**src/rtl/ppm16_if.sv**
```systemverilog
// Handshake/bus bundle between the TX FIFO side, the ppm16 modulator and the optical driver.
interface ppm16_if;
  logic        tx_start;
  logic [31:0] header;
  logic [15:0] data_len;
  logic [3:0]  din;
  logic        din_valid;
  logic        din_ready;
  logic        dout;
  logic        busy;
  logic        done;
  logic        underflow;

  modport master (
    output tx_start, header, data_len, din, din_valid,
    input  din_ready, dout, busy, done, underflow
  );

  modport slave (
    input  tx_start, header, data_len, din, din_valid,
    output din_ready, dout, busy, done, underflow
  );
endinterface

```
**src/rtl/ppm16_mod.sv**
```systemverilog
// ppm16_mod: 16-ary PPM transmitter. Frames preamble, SFD0, SFD1, 8 header symbols,
// 4 length symbols and data_len data symbols; each symbol is 16 chips of CHIP_BITS cycles.
//
// state    | meaning
// IDLE     | waiting for tx_start, dout low
// PREAMBLE | PREAMBLE_LEN copies of PREAMBLE_SYMBOL
// SFD0     | first start-of-frame delimiter symbol
// SFD1     | second start-of-frame delimiter symbol
// HEADER   | latched header, low nibble first
// LENGTH   | latched data_len, low nibble first
// DATA     | data symbols pulled from the FIFO
module ppm16_mod #(
  parameter int         CHIP_BITS       = 1,
  parameter int         PREAMBLE_LEN    = 4,
  parameter logic [3:0] PREAMBLE_SYMBOL = 4'hA,
  parameter logic [3:0] SFD0_SYMBOL     = 4'h5,
  parameter logic [3:0] SFD1_SYMBOL     = 4'hF
) (
  input  logic   clk,
  input  logic   resetn,
  ppm16_if.slave bus
);

  localparam int CB_W = (CHIP_BITS > 1) ? $clog2(CHIP_BITS) : 1;
  localparam logic [CB_W-1:0] CB_LAST = CB_W'(CHIP_BITS - 1);
  localparam logic [CB_W-1:0] CB_PRE  = CB_W'(CHIP_BITS - 2);
  localparam logic [15:0]     PRE_LAST = 16'(PREAMBLE_LEN - 1);

  typedef enum logic [2:0] {IDLE, PREAMBLE, SFD0, SFD1, HEADER, LENGTH, DATA} state_t;

  state_t          state;
  logic [CB_W-1:0] chip_bit_count;
  logic [3:0]      chip_count;
  logic [15:0]     sym_count;
  logic [3:0]      sym;
  logic [31:0]     hdr_q;
  logic [15:0]     len_q;
  logic            dout_q, busy_q, done_q, uf_q;

  logic       at_boundary, pre_boundary, last_sym, fetch;
  logic [2:0] hdr_idx;
  logic [1:0] len_idx;
  logic [3:0] hdr_nib, len_nib, fetched_sym;

  // Slot 0 carries the pulse only for symbol 15 (pulse at slot 15 - symbol).
  function automatic logic first_chip(input logic [3:0] s);
    return s == 4'hF;
  endfunction

  // Symbol-boundary timing, FIFO fetch decision and next-nibble selection.
  always_comb begin
    at_boundary  = busy_q && (chip_count == 4'd15) && (chip_bit_count == CB_LAST);
    pre_boundary = (CHIP_BITS == 1) ? (chip_count == 4'd14)
                                    : ((chip_count == 4'd15) && (chip_bit_count == CB_PRE));
    last_sym     = ((state == LENGTH) && (sym_count == 16'd3) && (len_q == 16'd0)) ||
                   ((state == DATA) && (sym_count == len_q - 16'd1));
    fetch        = at_boundary &&
                   (((state == LENGTH) && (sym_count == 16'd3) && (len_q != 16'd0)) ||
                    ((state == DATA) && !last_sym));
    hdr_idx      = sym_count[2:0] + 3'd1;
    len_idx      = sym_count[1:0] + 2'd1;
    hdr_nib      = hdr_q[{hdr_idx, 2'b00} +: 4];
    len_nib      = len_q[{len_idx, 2'b00} +: 4];
    fetched_sym  = bus.din_valid ? bus.din : 4'h0;
  end

  assign bus.din_ready = fetch && bus.din_valid;
  assign bus.dout      = dout_q;
  assign bus.busy      = busy_q;
  assign bus.done      = done_q;
  assign bus.underflow = uf_q;

  // Framing FSM with chip/symbol counters; dout is loaded with the chip that the counters point at.
  always_ff @(posedge clk or negedge resetn) begin
    if (!resetn) begin
      state          <= IDLE;
      chip_bit_count <= '0;
      chip_count     <= '0;
      sym_count      <= '0;
      sym            <= '0;
      hdr_q          <= '0;
      len_q          <= '0;
      dout_q         <= 1'b0;
      busy_q         <= 1'b0;
      done_q         <= 1'b0;
      uf_q           <= 1'b0;
    end else begin
      done_q <= 1'b0;
      if (state == IDLE) begin
        if (bus.tx_start) begin
          state          <= PREAMBLE;
          hdr_q          <= bus.header;
          len_q          <= bus.data_len;
          sym            <= PREAMBLE_SYMBOL;
          sym_count      <= '0;
          chip_bit_count <= '0;
          chip_count     <= '0;
          dout_q         <= first_chip(PREAMBLE_SYMBOL);
          busy_q         <= 1'b1;
          uf_q           <= 1'b0;
        end
      end else begin
        done_q <= pre_boundary && last_sym;
        if (chip_bit_count != CB_LAST) begin
          chip_bit_count <= chip_bit_count + 1'b1;
        end else begin
          chip_bit_count <= '0;
          if (chip_count != 4'd15) begin
            chip_count <= chip_count + 4'd1;
            dout_q     <= ((chip_count + 4'd1) == ~sym);
          end else begin
            chip_count <= '0;
            case (state)
              PREAMBLE: begin
                if (sym_count == PRE_LAST) begin
                  state     <= SFD0;
                  sym       <= SFD0_SYMBOL;
                  sym_count <= '0;
                  dout_q    <= first_chip(SFD0_SYMBOL);
                end else begin
                  sym_count <= sym_count + 16'd1;
                  dout_q    <= first_chip(PREAMBLE_SYMBOL);
                end
              end
              SFD0: begin
                state  <= SFD1;
                sym    <= SFD1_SYMBOL;
                dout_q <= first_chip(SFD1_SYMBOL);
              end
              SFD1: begin
                state     <= HEADER;
                sym       <= hdr_q[3:0];
                sym_count <= '0;
                dout_q    <= first_chip(hdr_q[3:0]);
              end
              HEADER: begin
                if (sym_count == 16'd7) begin
                  state     <= LENGTH;
                  sym       <= len_q[3:0];
                  sym_count <= '0;
                  dout_q    <= first_chip(len_q[3:0]);
                end else begin
                  sym_count <= sym_count + 16'd1;
                  sym       <= hdr_nib;
                  dout_q    <= first_chip(hdr_nib);
                end
              end
              LENGTH: begin
                if (sym_count != 16'd3) begin
                  sym_count <= sym_count + 16'd1;
                  sym       <= len_nib;
                  dout_q    <= first_chip(len_nib);
                end else if (len_q != 16'd0) begin
                  state     <= DATA;
                  sym_count <= '0;
                  sym       <= fetched_sym;
                  dout_q    <= first_chip(fetched_sym);
                  if (!bus.din_valid) uf_q <= 1'b1;
                end else begin
                  state  <= IDLE;
                  busy_q <= 1'b0;
                  dout_q <= 1'b0;
                end
              end
              DATA: begin
                if (last_sym) begin
                  state  <= IDLE;
                  busy_q <= 1'b0;
                  dout_q <= 1'b0;
                end else begin
                  sym_count <= sym_count + 16'd1;
                  sym       <= fetched_sym;
                  dout_q    <= first_chip(fetched_sym);
                  if (!bus.din_valid) uf_q <= 1'b1;
                end
              end
              default: begin
                state  <= IDLE;
                busy_q <= 1'b0;
                dout_q <= 1'b0;
              end
            endcase
          end
        end
      end
    end
  end

endmodule

```
**src/flat_wrapper.sv**
```systemverilog
// flat-port wrapper written by rule: the top's interface ports become plain ports
module ppm16_mod_flat 
#(
  parameter int         CHIP_BITS       = 1,
  parameter int         PREAMBLE_LEN    = 4,
  parameter logic [3:0] PREAMBLE_SYMBOL = 4'hA,
  parameter logic [3:0] SFD0_SYMBOL     = 4'h5,
  parameter logic [3:0] SFD1_SYMBOL     = 4'hF
)
  (clk, resetn, bus_tx_start, bus_header, bus_data_len, bus_din, bus_din_valid, bus_din_ready, bus_dout, bus_busy, bus_done, bus_underflow);
  ppm16_if bus_i ();
  input  logic clk;
  input  logic resetn;
  input wire logic [$bits(bus_i.tx_start)-1:0] bus_tx_start;
  input wire logic [$bits(bus_i.header)-1:0] bus_header;
  input wire logic [$bits(bus_i.data_len)-1:0] bus_data_len;
  input wire logic [$bits(bus_i.din)-1:0] bus_din;
  input wire logic [$bits(bus_i.din_valid)-1:0] bus_din_valid;
  output wire logic [$bits(bus_i.din_ready)-1:0] bus_din_ready;
  output wire logic [$bits(bus_i.dout)-1:0] bus_dout;
  output wire logic [$bits(bus_i.busy)-1:0] bus_busy;
  output wire logic [$bits(bus_i.done)-1:0] bus_done;
  output wire logic [$bits(bus_i.underflow)-1:0] bus_underflow;
  assign bus_i.tx_start = bus_tx_start;
  assign bus_i.header = bus_header;
  assign bus_i.data_len = bus_data_len;
  assign bus_i.din = bus_din;
  assign bus_i.din_valid = bus_din_valid;
  assign bus_din_ready = bus_i.din_ready;
  assign bus_dout = bus_i.dout;
  assign bus_busy = bus_i.busy;
  assign bus_done = bus_i.done;
  assign bus_underflow = bus_i.underflow;
  ppm16_mod #(.CHIP_BITS(CHIP_BITS), .PREAMBLE_LEN(PREAMBLE_LEN), .PREAMBLE_SYMBOL(PREAMBLE_SYMBOL), .SFD0_SYMBOL(SFD0_SYMBOL), .SFD1_SYMBOL(SFD1_SYMBOL)) u_core (.clk(clk), .resetn(resetn), .bus(bus_i));
endmodule
```
**config.mk**
```make
export PLATFORM = sky130hd
export DESIGN_NAME = ppm16_mod_flat
export DESIGN_NICKNAME = d
export VERILOG_FILES = /design/src/rtl/ppm16_if.sv /design/src/rtl/ppm16_mod.sv /design/src/flat_wrapper.sv
export SDC_FILE = /design/constraint.sdc
export NUM_CORES = 1
export LEC_CHECK = 0
export ABC_AREA = 1
export BUFFER_PORTS_ARGS = -buffer_cell sky130_fd_sc_hd__buf_2
export CORE_ASPECT_RATIO = 0.6
export CORE_MARGIN = 2
export CORE_UTILIZATION = 45
export DETAILED_ROUTE_END_ITERATION = 10
export PLACE_DENSITY = 0.73
export SYNTH_ARGS = -nofsm -noshare
export SYNTH_HDL_FRONTEND = slang
export SYNTH_SLANG_ARGS = --single-unit
export TNS_END_PERCENT = 10
```
**constraint.sdc**
```tcl
create_clock -name clk -period 4.43 [get_ports clk]
set_input_delay 0.2215 -clock clk [delete_from_list [all_inputs] [get_ports clk]]
set_output_delay 0.2215 -clock clk [all_outputs]
set_load 0.01 [all_outputs]
```
==> results of run 1 <==
kinds of logic after synthesis:
family,after synthesis,synth area share
fa+ha+maj,4,0.00932
xor+xnor,22,0.0359
buf+inv,111,0.0869
simple gates,505,0.417
compound gates,73,0.0832
flops,79,0.368
what timing repair did:
| action | in CTS | in global routing |
|---|---|---|
| hold endpoints to repair | 27 | 0 |
| gates resized for setup | 0 | 0 |
| hold buffers | 1 | 0 |
cells in the final DEF (no fill, tap or decap), types with 3 or more instances in the layout:
cell type / instances
inv_1: 72
nand3_1: 71
a21oi_1: 13
xor2_1: 16
nand4_1: 13
nand2_2: 8
dfrtp_1: 79
nand2_4: 3
inv_2: 9
xnor2_1: 6
nand3b_1: 3
ha_1: 4
nand2_1: 299
buf_4: 4
nor4_1: 3
nor2_1: 69
nand3_2: 4
clkbuf_16: 9
nor3_1: 16
o21ai_1: 5
o21ai_2: 12
o21ai_0: 29
a31oi_1: 5
nor2_4: 3
nor2_2: 6
buf_2: 59
per-stage QoR:
stage	cells	hold WS [ps]	instance area, um^2	setup WS, ps	util
3_5_place_dp	989	178	5740	1660	0.502
3_3_place_gp	989	175	5740	1740	0.502
6_report	1006	60.7	6070	1380	0.530
5_1_grt	1006	64.1	6070	1090	0.530
2_1_floorplan	794	-74.1	5370	2450	-
4_1_cts	1006	56.4	6070	1410	0.530
routing by layer:
layer	part of all wire	wire, um	up-vias	global-route usage
met5	0	0	-	0
met4	0.010	147	0	0.0531
met3	0.090	1310	17	0.0552
met2	0.38	5510	225	0.330
met1	0.52	7610	2411	0.376
li1	-	-	2617	-
power breakdown:
group	switching (mW)	internal, mW
combinational	1.58	0.821
clock	0.329	0.462
sequential	0.454	1.05
registers in the layout, summed over array words and instances, names as in the netlist:
register              flops
u_core.len_q             16
u_core.bus.dout           1
u_core.hdr_q             32
u_core.bus.underflow      1
u_core.sym                4
u_core.bus.done           1
u_core.chip_count         4
u_core.sym_count         16
u_core.bus.busy           1
u_core.state              3
worst max-delay path by stage:
stage / slack, ps / cells past startpoint / to
floorplan: 2450 / 13 / bus_din_ready
global placement: 1740 / 13 / u_core.bus.dout
detailed placement: 1660 / 12 / u_core.bus.dout
CTS: 1410 / 15 / bus_din_ready
global route: 1090 / 15 / bus_din_ready
finish: 1380 / 15 / bus_din_ready
final cells by class:
type	instances	area, um^2
Clock buffer	10	239
Clock inverter	6	76.3
Fill cell	1114	5380
Inverter	83	314
Multi-Input combinational cell	604	2930
Sequential cell	79	1980
Tap cell	160	200
Timing Repair Buffer	64	335
worst reg2reg max path, cell delays in order (launching register included):
cell	delay, ps
dfrtp_1	680
ha_1	700
inv_1	310
a21oi_1	180
o21ai_0	110
o21ai_0	170
nor2_1	90
nand2_1	70
nand2_1	50
nor3_1	180
nand2_1	80
nand2_1	60
nand3_1	70
==> reports/results.ini, run 1 <==
[logic_synthesis]
yosysMostFrequentCell = nand2_1
synth-async-reset-ratio = 1.00
synth_top_area_frac = 0.368
synth.avg_cell_area_um2 = 6.76
synth_edf_count = 0
yosys-top-cells-area = dfrtp_1 (37%), nand2_1 (21%), nand3_1 (6.6%)
syn_nets = 854
synthDistinctLibCells = 40
yosysSeqAreaShare = 0.368
ys.flop_type = dfrtp_1
yosysTopAreaCell = dfrtp_1
netlist_area_um2 = 5370
synth-seq-cells = 79
synth_commonest_cells = nand2_1 (299), dfrtp_1 (79), inv_1 (72)
yosysWarnings = 0
syn-instance-count = 794

[worst_setup_path]
reg2reg_depth = 12
critPathMaxStageDelay_ps = 860
critPathLaunchType = register
critPathSlowestCell = dfrtp_1
r2r_slack_ps = 1580
critPathTopFamily = flip-flops
path_cells = inv_2, nand2_1, nand2_1, nand3_2, nor2_1, nand2_1, nor2_1, nand2_1, nor2_2, nand2_2, nand2_4, inv_4, nand2_4, a21oi_1, buf_2
cp.arrival_ps = 2830
path_common_cell = nand2_1
rr_endpoint = u_core.bus.dout
worstSetupEndpointType = output pin
crit_buf_inv = 3
crit_required_ps = 4210
worstSetupPathType = reg -> out
crit_start = u_core.sym_count[0]
r2r-start = u_core.sym_count[0]
crit_path_max_fanout = 28

[clock_network]
ctsHtreeMaxLevel = 3
cts_setup_buffers = 0
path_clk_slew_ps = 60
clock_path_buffers = 2
root_buffer = clkbuf_16
clock-sinks = 79
clock_latency_ps = 350
numCtsBuffers = 9
cts_tree = done

[sta]
final_max_slew_viol_count = 0
clock-skew-final_ps = 13.5
tightest_slew_ps = 803
max_slew_margin = 0.465
fin_crit_sh = 0.688
hold_violations = 0
grt_setup_unrepaired = no
fmax_ghz = 0.328
fin_tns_setup_ps = 0
setup_viol = 0
period_needed_ps = 3050

[floorplan]
start_util = 0.469
die_w_um = 145
io_pins = 61
die_area_um2 = 12900
num_rows = 30
core_um2 = 11400
die_y_um = 88.6

[place]
detailed_place_hpwl_um = 10900
io_buffers = 60
gp_congestion = 0.959

[pwr]
finalPower_mw = 4.69
vdd_drop_max_v = 0.000256
powerDensity_nw_per_um2 = 773
leakagePower_nw = 3.04

[min_path]
hold_path_class = in -> reg
whs_path_depth = 3
whs_endpoint = u_core.hdr_q[19]
min-delay-start = bus_header[19]

[cells_and_area]
nNetsFinal = 901
area_growth_pct = 13.0
final_layout_size_suffix_gt1_frac = 0.157
num_antenna_cells = 0

[drt]
vias_per_cell = 5.24
drt_first_iter_violations = 515
drtAntennaViolNets = 0
dr.pass1.iters = 5
wl_per_cell_um = 14.5
vias = 5270
drc_errors = 0
totalWireLength_um = 14600

[job]
cap_violations = 0

[run_status]
status = completed

[global_routing]
grt_max_degree = 53
grt_pass1_wl_um = 24400
grt_pass1_vias = 4863
antenna_found_initial = 0
grtUsageTotal = 0.239
grt_overflow = 0

Note: power is estimated with default switching activity, not from simulation.
==> inputs of run 2 (changes only) <==
--- a/config.mk
+++ b/config.mk
@@ -11,7 +11,7 @@
 export CORE_MARGIN = 2
 export CORE_UTILIZATION = 45
 export DETAILED_ROUTE_END_ITERATION = 10
-export PLACE_DENSITY = 0.73
+export PLACE_DENSITY = 0.75
 export SYNTH_ARGS = -nofsm -noshare
 export SYNTH_HDL_FRONTEND = slang
 export SYNTH_SLANG_ARGS = --single-unit
==> constraint.sdc (replaced) <==
create_clock -name clk -period 2.65 [get_ports clk]
set_input_delay 0.1325 -clock clk [delete_from_list [all_inputs] [get_ports clk]]
set_output_delay 0.1325 -clock clk [all_outputs]
set_load 0.01 [all_outputs]
==> run 2 against run 1 <==
  * Non-clock buffer count grew 56
  * Total power grew 74%
  * Setup slack lost 1200 ps
  * Highest routed layer unchanged
  * Cell count grew 5.6%
==> reports/results.ini, run 2 (synthesized netlist as in run 1, its figures left out) <==
[global_routing]
grt_pass1_wl_um = 25500  ; +4.3%
antenna_found_initial = 0  ; unchanged
grt_overflow = 0  ; unchanged
grtUsageTotal = 0.252  ; +0.0128
grt_pass1_vias = 5102  ; +4.9%
grt_max_degree = 47  ; -11%

[cells_and_area]
largest_reg_flops = 32  ; unchanged
area_growth_pct = 23.5
num_antenna_cells = 0  ; unchanged
multi_input_area_um2 = 2960  ; +0.94%
final_cell_mix = nand2_1 (297), dfrtp_1 (77), inv_1 (70), nand3_1 (70), nor2_1 (65)
final_cell_area_um2 = 6630  ; +9.3%
postLayoutCoreUtil = 0.579  ; +0.0493
reg.largest.list = u_core.hdr_q: 32 flops, u_core.len_q: 16 flops, u_core.sym_count: 16 flops
nNetsFinal = 957  ; +6.2%
regArea_um2 = 1980  ; +0.13%
instances_no_fill = 1062  ; +5.6%
final_layout_size_suffix_gt1_frac = 0.180  ; +0.0224
largest_register = u_core.hdr_q
fillers = 1066  ; -4.3%
final_common_cell = nand2_1

[pwr]
finalPower_mw = 8.17  ; +74%
switchingPower_mw = 4.08  ; +73%
leakagePower_nw = 3.29  ; +8.2%
pwr-share-seq = 0.296  ; -0.024
sw_frac_of_total = 0.500  ; -0.00352
comb_power_share = 0.542  ; +0.031
intPower_mw = 4.09  ; +75%
power_frac_clock = 0.163  ; -0.005
vdd_drop_max_v = 0.000520  ; +100%
powerDensity_nw_per_um2 = 1230  ; +59%

[sta]
hold_violations = 0  ; unchanged
setup_viol = 0  ; unchanged
period_needed_ps = 2470
fin_tns_setup_ps = 0  ; unchanged
fin_crit_sh = 0.931
fmax_ghz = 0.405
final_max_slew_viol_count = 0  ; unchanged
max_slew_margin = 0.588  ; +0.123
clock-skew-final_ps = 7.34  ; -6.17 ps
setup_slack_ps = 183  ; -1200 ps
grt_setup_unrepaired = no
hold_slack_ps = 0.555  ; -60.1 ps
tightest_slew_ps = 618  ; -184 ps

[clock_network]
clock_latency_ps = 350  ; about the same
root_buffer = clkbuf_16
path_clk_slew_ps = 60  ; about the same
cts_tree = done
clock-sinks = 79  ; unchanged
ctsHtreeMaxLevel = 3  ; unchanged
clock_path_buffers = 2  ; unchanged
numCtsBuffers = 9  ; unchanged

[drt]
vias_per_cell = 5.19  ; -1.0%
wl_per_cell_um = 14.5  ; about the same
dr.pass1.iters = 5  ; unchanged
vias = 5507  ; +4.5%
drt_first_iter_violations = 574  ; +11%
drc_errors = 0  ; unchanged
drtAntennaViolNets = 0  ; unchanged
totalWireLength_um = 15400  ; +5.6%

[place]
place_inst = 1002  ; +1.3%
place_area_um2 = 5850  ; +1.9%
dp_slack_ps = 229  ; -1430 ps
gp_congestion = 0.954  ; -0.57%
io_buffers = 60  ; unchanged
detailed_place_hpwl_um = 10800  ; -1.1%

[worst_setup_path]
cp.arrival_ps = 2330  ; -500 ps
worstSetupEndpointType = output pin
r2r_slack_ps = 310  ; -1270 ps
crit_required_ps = 2520  ; -1690 ps
critPathLaunchType = register
worstSetupPathType = reg -> out
crit_path_max_fanout = 7  ; -75%

[job]
cap_violations = 0  ; unchanged

[floorplan]
start_util = 0.469  ; unchanged
die_w_um = 145  ; unchanged
io_pins = 61  ; unchanged
die_y_um = 88.6  ; unchanged
num_rows = 30  ; unchanged
die_area_um2 = 12900  ; unchanged
core_um2 = 11400  ; unchanged

[run_status]
status = completed

[min_path]
hold_path_class = in -> reg

run 2: power groups by stage:
stage | Sequential, mW | Clock (mW) | Combinational (mW)
2_1_floorplan | 2.14 | 0 | 3.33
3_3_place_gp | 2.39 | 0 | 4.18
3_5_place_dp | 2.39 | 0 | 4.21
4_1_cts | 2.38 | 1.34 | 4.28
5_1_grt | 2.49 | 1.39 | 4.98
6_report | 2.42 | 1.33 | 4.43
run 2: layout make-up:
cell class | instances | area share
Tap cell | 160 | 0.0302
Timing Repair Buffer | 120 | 0.131
Inverter | 83 | 0.0479
Sequential cell | 79 | 0.298
Clock inverter | 6 | 0.0115
Clock buffer | 10 | 0.0360
Multi-Input combinational cell | 604 | 0.445
run 2: timing repair:
| item | CTS | global route |
|---|---|---|
| gates resized for setup | 0 | 16 |
| hold buffers | 40 | 0 |
| endpoints found under the setup margin | 0 | 4 |
| endpoints found under the hold margin | 84 | 0 |
| buffers inserted | 0 | 4 |
run 2: metal layers:
| layer | part of all wire | GRT usage |
|---|---|---|
| met5 | 0 | 0 |
| met4 | 0.012 | 0.0558 |
| met3 | 0.093 | 0.0567 |
| met2 | 0.40 | 0.376 |
| met1 | 0.49 | 0.376 |
run 2: final timing paths:
| kind | from | to | depth (start not counted) |
|---|---|---|---|
| setup / recovery | u_core.len_q[4] | bus_din_ready | 15 |
| hold / removal | bus_data_len[4] | u_core.len_q[4] | 3 |
| setup reg to reg | u_core.len_q[1] | u_core.sym_count[0] | 16 |
| hold reg to reg | u_core.hdr_q[15] | u_core.hdr_q[15] | 2 |
| max in group asynchronous | resetn | u_core.hdr_q[3] | 3 |
| min in group asynchronous | resetn | u_core.len_q[12] | 2 |
run 2: critical path, cell delays in order, from the launching register on:
cell	delay [ps]
dfrtp_1	480
nor2_4	190
nand2_2	120
nor2_4	170
nand2_1	70
nand2_1	90
nand2_1	60
nor2_1	90
nand2_1	70
nor2_2	110
nand2_2	110
nand2_4	140
inv_6	50
nand2_4	50
a21oi_1	60
buf_2	130
